File: config.mk
export PLATFORM = sky130hd
export DESIGN_NAME = rtc_text_render_flat
export DESIGN_NICKNAME = d
export VERILOG_FILES = /design/src/rtl/rtc_text_render_pkg.sv /design/src/rtl/rtc_text_render_if.sv /design/src/rtl/rtc_text_render_font_rom_digits.sv /design/src/rtl/rtc_text_render.sv /design/src/flat_wrapper.sv
export SDC_FILE = /design/constraint.sdc
export NUM_CORES = 1
export LEC_CHECK = 0
export CORE_MARGIN = 4
export CORE_UTILIZATION = 45
export DETAILED_ROUTE_END_ITERATION = 8
export GPL_ROUTABILITY_DRIVEN = 0
export GPL_TIMING_DRIVEN = 0
export PLACE_DENSITY = 0.83
export RECOVER_POWER = 50
export SYNTH_ARGS = -nofsm -noshare
export SYNTH_HDL_FRONTEND = slang
export SYNTH_SLANG_ARGS = --single-unit
File: constraint.sdc
create_clock -name clk -period 2.45 [get_ports clk]
set_clock_uncertainty 0.1 [all_clocks]
set_input_delay 0.245 -clock clk [delete_from_list [all_inputs] [get_ports clk]]
set_output_delay 0.245 -clock clk [all_outputs]
set_load 0.01 [all_outputs]
File: src/rtl/rtc_text_render_pkg.sv
// Shared glyph codes, edit-field encodings and character-cell geometry for the
// RTC text renderer.
package rtc_text_render_pkg;

  localparam int CHAR_W  = 16;
  localparam int CHAR_H  = 32;
  localparam int STR_LEN = 8;

  localparam logic [3:0] GLYPH_COLON = 4'd10;
  localparam logic [3:0] GLYPH_SLASH = 4'd11;
  localparam logic [3:0] GLYPH_BLANK = 4'd15;

  typedef enum logic [2:0] {
    EDIT_NONE  = 3'd0,
    EDIT_HOUR  = 3'd1,
    EDIT_MIN   = 3'd2,
    EDIT_SEC   = 3'd3,
    EDIT_DAY   = 3'd4,
    EDIT_MONTH = 3'd5,
    EDIT_YEAR  = 3'd6,
    EDIT_RSVD  = 3'd7
  } edit_field_e;

  // Seven-segment style digit shapes, ordered {a,b,c,d,e,f,g}
  function automatic logic [6:0] digit_segments(input logic [3:0] d);
    case (d)
      4'd0:    return 7'b1111110;
      4'd1:    return 7'b0110000;
      4'd2:    return 7'b1101101;
      4'd3:    return 7'b1111001;
      4'd4:    return 7'b0110011;
      4'd5:    return 7'b1011011;
      4'd6:    return 7'b1011111;
      4'd7:    return 7'b1110000;
      4'd8:    return 7'b1111111;
      4'd9:    return 7'b1111011;
      default: return 7'b0000000;
    endcase
  endfunction

endpackage

File: src/rtl/rtc_text_render_if.sv
// Pixel-stream bus between the sync generator / RTC core and the text renderer.
interface rtc_text_render_if;
  logic [9:0]  pixel_x;
  logic [9:0]  pixel_y;
  logic        video_on;
  logic        hsync_in;
  logic        vsync_in;
  logic [7:0]  hours, minutes, seconds;
  logic [7:0]  day, month, year;
  logic [2:0]  edit_field;
  logic [11:0] rgb;
  logic        hsync_out;
  logic        vsync_out;

  modport master (
    output pixel_x, pixel_y, video_on, hsync_in, vsync_in,
    output hours, minutes, seconds, day, month, year, edit_field,
    input  rgb, hsync_out, vsync_out
  );

  modport slave (
    input  pixel_x, pixel_y, video_on, hsync_in, vsync_in,
    input  hours, minutes, seconds, day, month, year, edit_field,
    output rgb, hsync_out, vsync_out
  );
endinterface

File: src/rtl/rtc_text_render_font_rom_digits.sv
// 8x16 glyph ROM for digits, ':' and '/', one registered row per lookup.
module font_rom_digits
  import rtc_text_render_pkg::*;
(
  input  logic       clk,
  input  logic [3:0] code,
  input  logic [3:0] row,
  output logic [7:0] row_bits
);

  logic [7:0] bits_c;
  logic [6:0] seg;

  // Digits: bars on rows 2/7/13, verticals on cols 1 and 6 (bit 7 = leftmost)
  always_comb begin
    bits_c = 8'h00;
    seg    = digit_segments(code);
    if (code <= 4'd9) begin
      if ((row == 4'd2 && seg[6]) || (row == 4'd7 && seg[0]) || (row == 4'd13 && seg[3]))
        bits_c = bits_c | 8'h7E;
      if (row >= 4'd2 && row <= 4'd7) begin
        if (seg[1]) bits_c = bits_c | 8'h40;
        if (seg[5]) bits_c = bits_c | 8'h02;
      end
      if (row >= 4'd7 && row <= 4'd13) begin
        if (seg[2]) bits_c = bits_c | 8'h40;
        if (seg[4]) bits_c = bits_c | 8'h02;
      end
    end else if (code == GLYPH_COLON) begin
      if (row == 4'd4 || row == 4'd5 || row == 4'd10 || row == 4'd11)
        bits_c = 8'h18;
    end else if (code == GLYPH_SLASH) begin
      if (row >= 4'd2 && row <= 4'd13)
        bits_c = 8'h02 << ((row - 4'd2) >> 1);
    end
  end

  always_ff @(posedge clk)
    row_bits <= bits_c;

endmodule

File: src/rtl/rtc_text_render.sv
// Renders HH:MM:SS and DD/MM/YY as 2x-scaled glyphs over the VGA pixel stream,
// with a 3-clk pipeline, per-frame BCD shadowing and a blinking edit field.
module rtc_text_render
  import rtc_text_render_pkg::*;
#(
  parameter logic [9:0]  TIME_X0      = 10'd256,
  parameter logic [9:0]  TIME_Y0      = 10'd160,
  parameter logic [9:0]  DATE_X0      = 10'd256,
  parameter logic [9:0]  DATE_Y0      = 10'd240,
  parameter int          BLINK_FRAMES = 30,
  parameter logic [11:0] FG_COLOR     = 12'hFFF,
  parameter logic [11:0] EDIT_COLOR   = 12'hFF0,
  parameter logic [11:0] BG_COLOR     = 12'h000
) (
  input  logic           clk,
  input  logic           reset,
  rtc_text_render_if.slave bus
);

  logic [7:0] sh_hours, sh_minutes, sh_seconds, sh_day, sh_month, sh_year;
  logic       vs_prev, vs_fall, edit_change, blink_on;
  logic [2:0] edit_prev, edit_sel;
  logic [5:0] blink_cnt;

  assign vs_fall     = vs_prev & ~bus.vsync_in;
  assign edit_change = (bus.edit_field != edit_prev);
  assign edit_sel    = (bus.edit_field == 3'(EDIT_RSVD)) ? 3'(EDIT_NONE) : bus.edit_field;

  // Shadows only move on a vsync falling edge; edit changes restart the blink
  always_ff @(posedge clk or posedge reset) begin
    if (reset) begin
      {sh_hours, sh_minutes, sh_seconds} <= '0;
      {sh_day, sh_month, sh_year}        <= '0;
      vs_prev   <= 1'b1;
      edit_prev <= 3'd0;
      blink_cnt <= 6'd0;
      blink_on  <= 1'b1;
    end else begin
      vs_prev   <= bus.vsync_in;
      edit_prev <= bus.edit_field;
      if (vs_fall) begin
        {sh_hours, sh_minutes, sh_seconds} <= {bus.hours, bus.minutes, bus.seconds};
        {sh_day, sh_month, sh_year}        <= {bus.day, bus.month, bus.year};
      end
      if (edit_change) begin
        blink_cnt <= 6'd0;
        blink_on  <= 1'b1;
      end else if (vs_fall) begin
        if (blink_cnt == 6'(BLINK_FRAMES - 1)) begin
          blink_cnt <= 6'd0;
          blink_on  <= ~blink_on;
        end else begin
          blink_cnt <= blink_cnt + 6'd1;
        end
      end
    end
  end

  // ---- S1: region and character select ----
  logic [9:0] tdx, tdy, ddx, ddy;
  logic [6:1] dx;
  logic [4:1] dy;
  logic       in_time, in_date, edited_c;
  logic [2:0] ci;
  logic [1:0] grp;
  logic [7:0] bcd;
  logic [3:0] nib, code_c;

  assign tdx = bus.pixel_x - TIME_X0;
  assign tdy = bus.pixel_y - TIME_Y0;
  assign ddx = bus.pixel_x - DATE_X0;
  assign ddy = bus.pixel_y - DATE_Y0;
  assign in_time = (bus.pixel_x >= TIME_X0) && (tdx < 10'(STR_LEN * CHAR_W)) &&
                   (bus.pixel_y >= TIME_Y0) && (tdy < 10'(CHAR_H));
  assign in_date = (bus.pixel_x >= DATE_X0) && (ddx < 10'(STR_LEN * CHAR_W)) &&
                   (bus.pixel_y >= DATE_Y0) && (ddy < 10'(CHAR_H));
  assign dx = in_time ? tdx[6:1] : ddx[6:1];
  assign dy = in_time ? tdy[4:1] : ddy[4:1];
  assign ci = dx[6:4];

  always_comb begin
    grp      = 2'd0;
    bcd      = 8'h00;
    nib      = 4'd0;
    code_c   = GLYPH_BLANK;
    edited_c = 1'b0;
    case (ci)
      3'd0, 3'd1, 3'd2: grp = 2'd0;
      3'd3, 3'd4, 3'd5: grp = 2'd1;
      default:          grp = 2'd2;
    endcase
    case (grp)
      2'd0:    bcd = in_time ? sh_hours   : sh_day;
      2'd1:    bcd = in_time ? sh_minutes : sh_month;
      default: bcd = in_time ? sh_seconds : sh_year;
    endcase
    nib = (ci == 3'd0 || ci == 3'd3 || ci == 3'd6) ? bcd[7:4] : bcd[3:0];
    if (in_time || in_date) begin
      if (ci == 3'd2 || ci == 3'd5) begin
        code_c = in_time ? GLYPH_COLON : GLYPH_SLASH;
      end else begin
        code_c   = (nib > 4'd9) ? GLYPH_BLANK : nib;
        edited_c = (edit_sel == ({1'b0, grp} + (in_time ? 3'd1 : 3'd4)));
      end
    end
  end

  logic [3:0] code_p0, row_p0;
  logic [2:0] col_p0, col_p1;
  logic       edited_p0, edited_p1;
  logic       vid_p0, vid_p1, hs_p0, hs_p1, vs_p0, vs_p1;
  logic [7:0] row_bits_p1;

  always_ff @(posedge clk or posedge reset) begin
    if (reset) begin
      {vid_p0, hs_p0, vs_p0} <= 3'b011;
      {vid_p1, hs_p1, vs_p1} <= 3'b011;
    end else begin
      {vid_p0, hs_p0, vs_p0} <= {bus.video_on, bus.hsync_in, bus.vsync_in};
      {vid_p1, hs_p1, vs_p1} <= {vid_p0, hs_p0, vs_p0};
    end
  end

  always_ff @(posedge clk) begin
    code_p0   <= code_c;
    row_p0    <= dy;
    col_p0    <= dx[3:1];
    edited_p0 <= edited_c;
    col_p1    <= col_p0;
    edited_p1 <= edited_p0;
  end

  // ---- S2: font lookup ----
  font_rom_digits u_font (
    .clk      (clk),
    .code     (code_p0),
    .row      (row_p0),
    .row_bits (row_bits_p1)
  );

  // ---- S3: colour ----
  logic        pix_bit;
  logic [11:0] rgb_c, rgb_q;
  logic        hs_q, vs_q;

  assign pix_bit = row_bits_p1[3'd7 - col_p1];

  always_comb begin
    rgb_c = BG_COLOR;
    if (!vid_p1)
      rgb_c = 12'h000;
    else if (pix_bit && (!edited_p1 || blink_on))
      rgb_c = edited_p1 ? EDIT_COLOR : FG_COLOR;
  end

  always_ff @(posedge clk or posedge reset) begin
    if (reset) begin
      rgb_q <= 12'h000;
      hs_q  <= 1'b1;
      vs_q  <= 1'b1;
    end else begin
      rgb_q <= rgb_c;
      hs_q  <= hs_p1;
      vs_q  <= vs_p1;
    end
  end

  assign bus.rgb       = rgb_q;
  assign bus.hsync_out = hs_q;
  assign bus.vsync_out = vs_q;

endmodule

File: src/flat_wrapper.sv
// flat-port wrapper written by rule: the top's interface ports become plain ports
module rtc_text_render_flat import rtc_text_render_pkg::*;
#(
  parameter logic [9:0]  TIME_X0      = 10'd256,
  parameter logic [9:0]  TIME_Y0      = 10'd160,
  parameter logic [9:0]  DATE_X0      = 10'd256,
  parameter logic [9:0]  DATE_Y0      = 10'd240,
  parameter int          BLINK_FRAMES = 30,
  parameter logic [11:0] FG_COLOR     = 12'hFFF,
  parameter logic [11:0] EDIT_COLOR   = 12'hFF0,
  parameter logic [11:0] BG_COLOR     = 12'h000
)
  (clk, reset, bus_pixel_x, bus_pixel_y, bus_video_on, bus_hsync_in, bus_vsync_in, bus_hours, bus_minutes, bus_seconds, bus_day, bus_month, bus_year, bus_edit_field, bus_rgb, bus_hsync_out, bus_vsync_out);
  rtc_text_render_if bus_i ();
  input  logic clk;
  input  logic reset;
  input wire logic [$bits(bus_i.pixel_x)-1:0] bus_pixel_x;
  input wire logic [$bits(bus_i.pixel_y)-1:0] bus_pixel_y;
  input wire logic [$bits(bus_i.video_on)-1:0] bus_video_on;
  input wire logic [$bits(bus_i.hsync_in)-1:0] bus_hsync_in;
  input wire logic [$bits(bus_i.vsync_in)-1:0] bus_vsync_in;
  input wire logic [$bits(bus_i.hours)-1:0] bus_hours;
  input wire logic [$bits(bus_i.minutes)-1:0] bus_minutes;
  input wire logic [$bits(bus_i.seconds)-1:0] bus_seconds;
  input wire logic [$bits(bus_i.day)-1:0] bus_day;
  input wire logic [$bits(bus_i.month)-1:0] bus_month;
  input wire logic [$bits(bus_i.year)-1:0] bus_year;
  input wire logic [$bits(bus_i.edit_field)-1:0] bus_edit_field;
  output wire logic [$bits(bus_i.rgb)-1:0] bus_rgb;
  output wire logic [$bits(bus_i.hsync_out)-1:0] bus_hsync_out;
  output wire logic [$bits(bus_i.vsync_out)-1:0] bus_vsync_out;
  assign bus_i.pixel_x = bus_pixel_x;
  assign bus_i.pixel_y = bus_pixel_y;
  assign bus_i.video_on = bus_video_on;
  assign bus_i.hsync_in = bus_hsync_in;
  assign bus_i.vsync_in = bus_vsync_in;
  assign bus_i.hours = bus_hours;
  assign bus_i.minutes = bus_minutes;
  assign bus_i.seconds = bus_seconds;
  assign bus_i.day = bus_day;
  assign bus_i.month = bus_month;
  assign bus_i.year = bus_year;
  assign bus_i.edit_field = bus_edit_field;
  assign bus_rgb = bus_i.rgb;
  assign bus_hsync_out = bus_i.hsync_out;
  assign bus_vsync_out = bus_i.vsync_out;
  rtc_text_render #(.TIME_X0(TIME_X0), .TIME_Y0(TIME_Y0), .DATE_X0(DATE_X0), .DATE_Y0(DATE_Y0), .BLINK_FRAMES(BLINK_FRAMES), .FG_COLOR(FG_COLOR), .EDIT_COLOR(EDIT_COLOR), .BG_COLOR(BG_COLOR)) u_core (.clk(clk), .reset(reset), .bus(bus_i));
endmodule
==> results of run 1 <==
-- what timing repair did --
action                                  4_1_cts  5_1_grt
pin swaps                                     4        1
endpoints found under the setup margin        5        4
setup buffers                                 2        5
endpoints found under the hold margin         0        0
gates resized for setup                      17        2
-- Yosys cell counts (8+ instances only) --
| library cell | n |
|---|---|
| clkbuf_1 | 17 |
| nand2_1 | 22 |
| mux2i_1 | 14 |
| inv_1 | 11 |
| buf_4 | 11 |
| dfrtp_1 | 61 |
| nand2b_1 | 8 |
| nor2_1 | 13 |
| nor2b_1 | 8 |
| dfxtp_1 | 23 |
| ha_1 | 13 |
| a21oi_1 | 16 |
| o21ai_0 | 18 |
| mux2_2 | 50 |
-- state kept, by name (all words and copies together) (netlist names), 2 cells and up --
name                    flops
u_core.sh_year              8
u_core.row_p0               4
u_core.bus.rgb              2
u_core.col_p1               3
u_core.sh_day               8
u_core.u_font.row_bits      7
u_core.blink_cnt            6
u_core.sh_month             8
u_core.edit_prev            3
u_core.code_p0              4
u_core.sh_seconds           8
u_core.sh_hours             8
u_core.col_p0               3
u_core.sh_minutes           8
-- routing by layer --
metal	vias up	global-route usage [%]	routed length, um
li1	1611	-	-
met1	1620	21.9	4220
met2	113	30.0	4940
met3	17	3.97	571
met4	0	6.76	226
met5	-	0	0
-- cell families (layout without fill, tap and decap cells) --
family | Yosys count | after routing
xor+xnor | 7 | 7
mux | 68 | 68
buf+inv | 41 | 148
simple gates | 86 | 86
flops | 91 | 91
compound gates | 84 | 84
fa+ha+maj | 13 | 13
-- power by group through the flow --
stage                     logic, mW  clock network [mW]  registers [mW]
after floorplan               0.348                   0            1.73
after detailed placement      0.563                   0            1.75
after CTS                     0.561               0.950            1.72
final                         0.551               0.917            1.72
after global routing          0.601                1.01            1.74
after global placement        0.535                   0            1.74
-- worst max-delay path: stages --
cell and delay, ns:
buf_2 0.12, inv_1 0.05, ha_2 0.18, or3b_4 0.38, a211oi_4 0.29, buf_4 0.19, mux4_2 0.48, and3b_1 0.24
a311oi_2 0.07, a211o_1 0.32
-- through the flow --
stage,cells,instance area [um^2],setup slack (ns)
global placement,603,5460,-0.790
CTS,622,5660,0.0262
global route,626,5680,0.00132
detailed placement,604,5480,-0.898
finish,626,5680,0.0390
floorplan,390,4450,-0.00905
-- final cells by class --
class / instances / area, um^2
Fill cell: 780 / 3730
Sequential cell: 91 / 2170
Multi-Input combinational cell: 258 / 2080
Timing Repair Buffer: 92 / 886
Buffer: 29 / 163
Tap cell: 129 / 161
Clock buffer: 11 / 141
Inverter: 11 / 41.3
Clock inverter: 5 / 36.3
-- final timing paths --
check | cells after the start | to | start | slack (ns)
worst max-delay path | 10 | u_core.code_p0[1]$_SDFF_PP1_ | bus_pixel_y[5] | 0.04
worst min-delay path | 0 | u_core.edited_p1$_DFF_P_ | u_core.edited_p0$_SDFF_PP0_ | 0.24
worst max register to register | 4 | u_core.sh_year[2]$_DFFE_PP0P_ | u_core.vs_prev$_DFF_PP1_ | 0.24
worst min register to register | 0 | u_core.edited_p1$_DFF_P_ | u_core.edited_p0$_SDFF_PP0_ | 0.24
max in group asynchronous | 3 | u_core.bus.hsync_out$_DFF_PP1_ | reset | 0.35
min in group asynchronous | 2 | u_core.sh_hours[2]$_DFFE_PP0P_ | reset | 0.64
==> results by group, run 1 <==
Floorplanning
  – Top Ports: 90
  – Chip width: 107 um
  – Height of the die: 107 um
  – Die area: 11500 um^2
  – # rows: 35
  – Initial core utilization: 47.1%
  – Core area: 9420 um^2

Clock tree
  – Worst skew pair latency: 0.35 ns
  – Clock transition at the registers of the reported paths: 0.09 ns
  – Num CTS Buffers: 9
  – Post-CTS Hold Fix Bufs: 0
  – TritonCTS clock tree: yes
  – Maximum clock insertion buffer count: 2
  – CTS root buffer: clkbuf_8
  – Sink Count: 91
  – Htree depth: 3

GRT
  – First-pass GRT wire length: 16000 um
  – Largest net degree at the start of global routing: 38
  – GRT Residual Overflow: 0
  – Vias in the first global route: 3345
  – Initial antenna violation count: 0
  – Total Routing Usage GR: 17.7%

Route
  – Routed length per instance: 15.9 um
  – Antenna viol nets, final: 0
  – Routed via count: 3361
  – Total wire length: 9960 um
  – Initial DRC count: 134
  – DRC Markers: 0
  – Vias/cell: 5.37
  – First-pass DRT Iterations: 4

Setup path
  – Worst EP required: 2.59 ns
  – Worst Path Max Fanout: 4
  – CP Launch Type: input pin
  – Crit path capture type: register
  – Arrival time worst endpoint: 2.56 ns
  – Setup Crit Path Kind: in -> reg

Logic synthesis
  – Number of synthesized flops with an enable pin: 0
  – Post-synth ARST share: 74.7%
  – Compound-Gate Fraction of Synth Area: 13.0%
  – Cell taking the most area after synthesis: dfrtp_1
  – Post-synth top area share: 34.4%
  – Mapped Cells: 390
  – Synthesized flop and latch total: 91
  – Main synth FF type: dfrtp_1
  – Syn nets: 479
  – Synthesized area per cell: 11.4 um^2
  – Largest family of logic cells by synthesized area: multiplexers
  – Synth warnings: 0
  – Xor and xnor area share after synthesis: 1.38%
  – Ranking of synthesized cells by area: dfrtp_1, mux2_2, dfxtp_1
  – Cell variety after synth: 55
  – Simple-gate share of the synthesized area: 10.6%
  – Sequential share of the synthesized area: 49.0%
  – Adder-Cell Fraction of Synth Area: 3.67%
  – Mux contribution to synthesized area: 18.0%
  – Mapped Area: 4430 um^2

Finish
  – Ratio of cells with drive above 1 in the final layout: 21.5%
  – Area grow syn2layout: 28.2%
  – Commonest non-fill, non-tap cell in the layout: clkdlybuf4s50_1
  – Layout Utilization: 60.4%
  – Most frequent cells in the layout: clkdlybuf4s50_1, dfrtp_1, mux2_2, dfxtp_1, nand2_1
  – # diodes: 0
  – Nets: 581

Power
  – P_leak: 2.32 nW
  – PD cells: 561 nW/um^2
  – Pwr Total: 3.19 mW
  – Worst VDD drop: 438 uV
  – Internal power: 2.36 mW
  – Flop pwr share: 54.0%
  – Psw: 831 uW
  – Clock power share: 28.7%
  – Comb pwr share: 17.3%
  – Sw Share: 26.0%

STA
  – Setup_tns: 0 ns
  – Hold_ws: 0.238 ns
  – Final Cycle Share: 98.4%
  – RSZ-0062 raised after global routing: no
  – Final hold violations: 0
  – Fin crit period: 2.41 ns
  – Fmax: 415 MHz
  – Worst relative slew slack: 7.41%
  – Final setup fails: 0
  – Pins Over Slew Limit: 0
  – Slew @ Worst Pin: 1.39 ns

Placement
  – HPWL after DPL: 7480 um
  – # port buffers: 84

Worst hold path
  – Min-delay worst type: reg -> reg

Run
  – Max cap viols: 0

Run status
  – Status: completed
Note: power is estimated with default switching activity, not from simulation.
==> run 2: changes to the inputs <==
--- a/config.mk
+++ b/config.mk
@@ -5,6 +5,7 @@
 export SDC_FILE = /design/constraint.sdc
 export NUM_CORES = 1
 export LEC_CHECK = 0
+export CAP_MARGIN = 15
 export CORE_MARGIN = 4
 export CORE_UTILIZATION = 45
 export DETAILED_ROUTE_END_ITERATION = 8
==> results of run 2 <==
Final layout, timing and power as in run 1 (identical DEF).
==> run 3: changes to the inputs <==
--- a/config.mk
+++ b/config.mk
@@ -8,6 +8,7 @@
 export CAP_MARGIN = 15
 export CORE_MARGIN = 4
 export CORE_UTILIZATION = 45
+export CTS_CLUSTER_DIAMETER = 100
 export DETAILED_ROUTE_END_ITERATION = 8
 export GPL_ROUTABILITY_DRIVEN = 0
 export GPL_TIMING_DRIVEN = 0
==> results of run 3 <==
Final layout, timing and power as in run 1 (identical DEF).
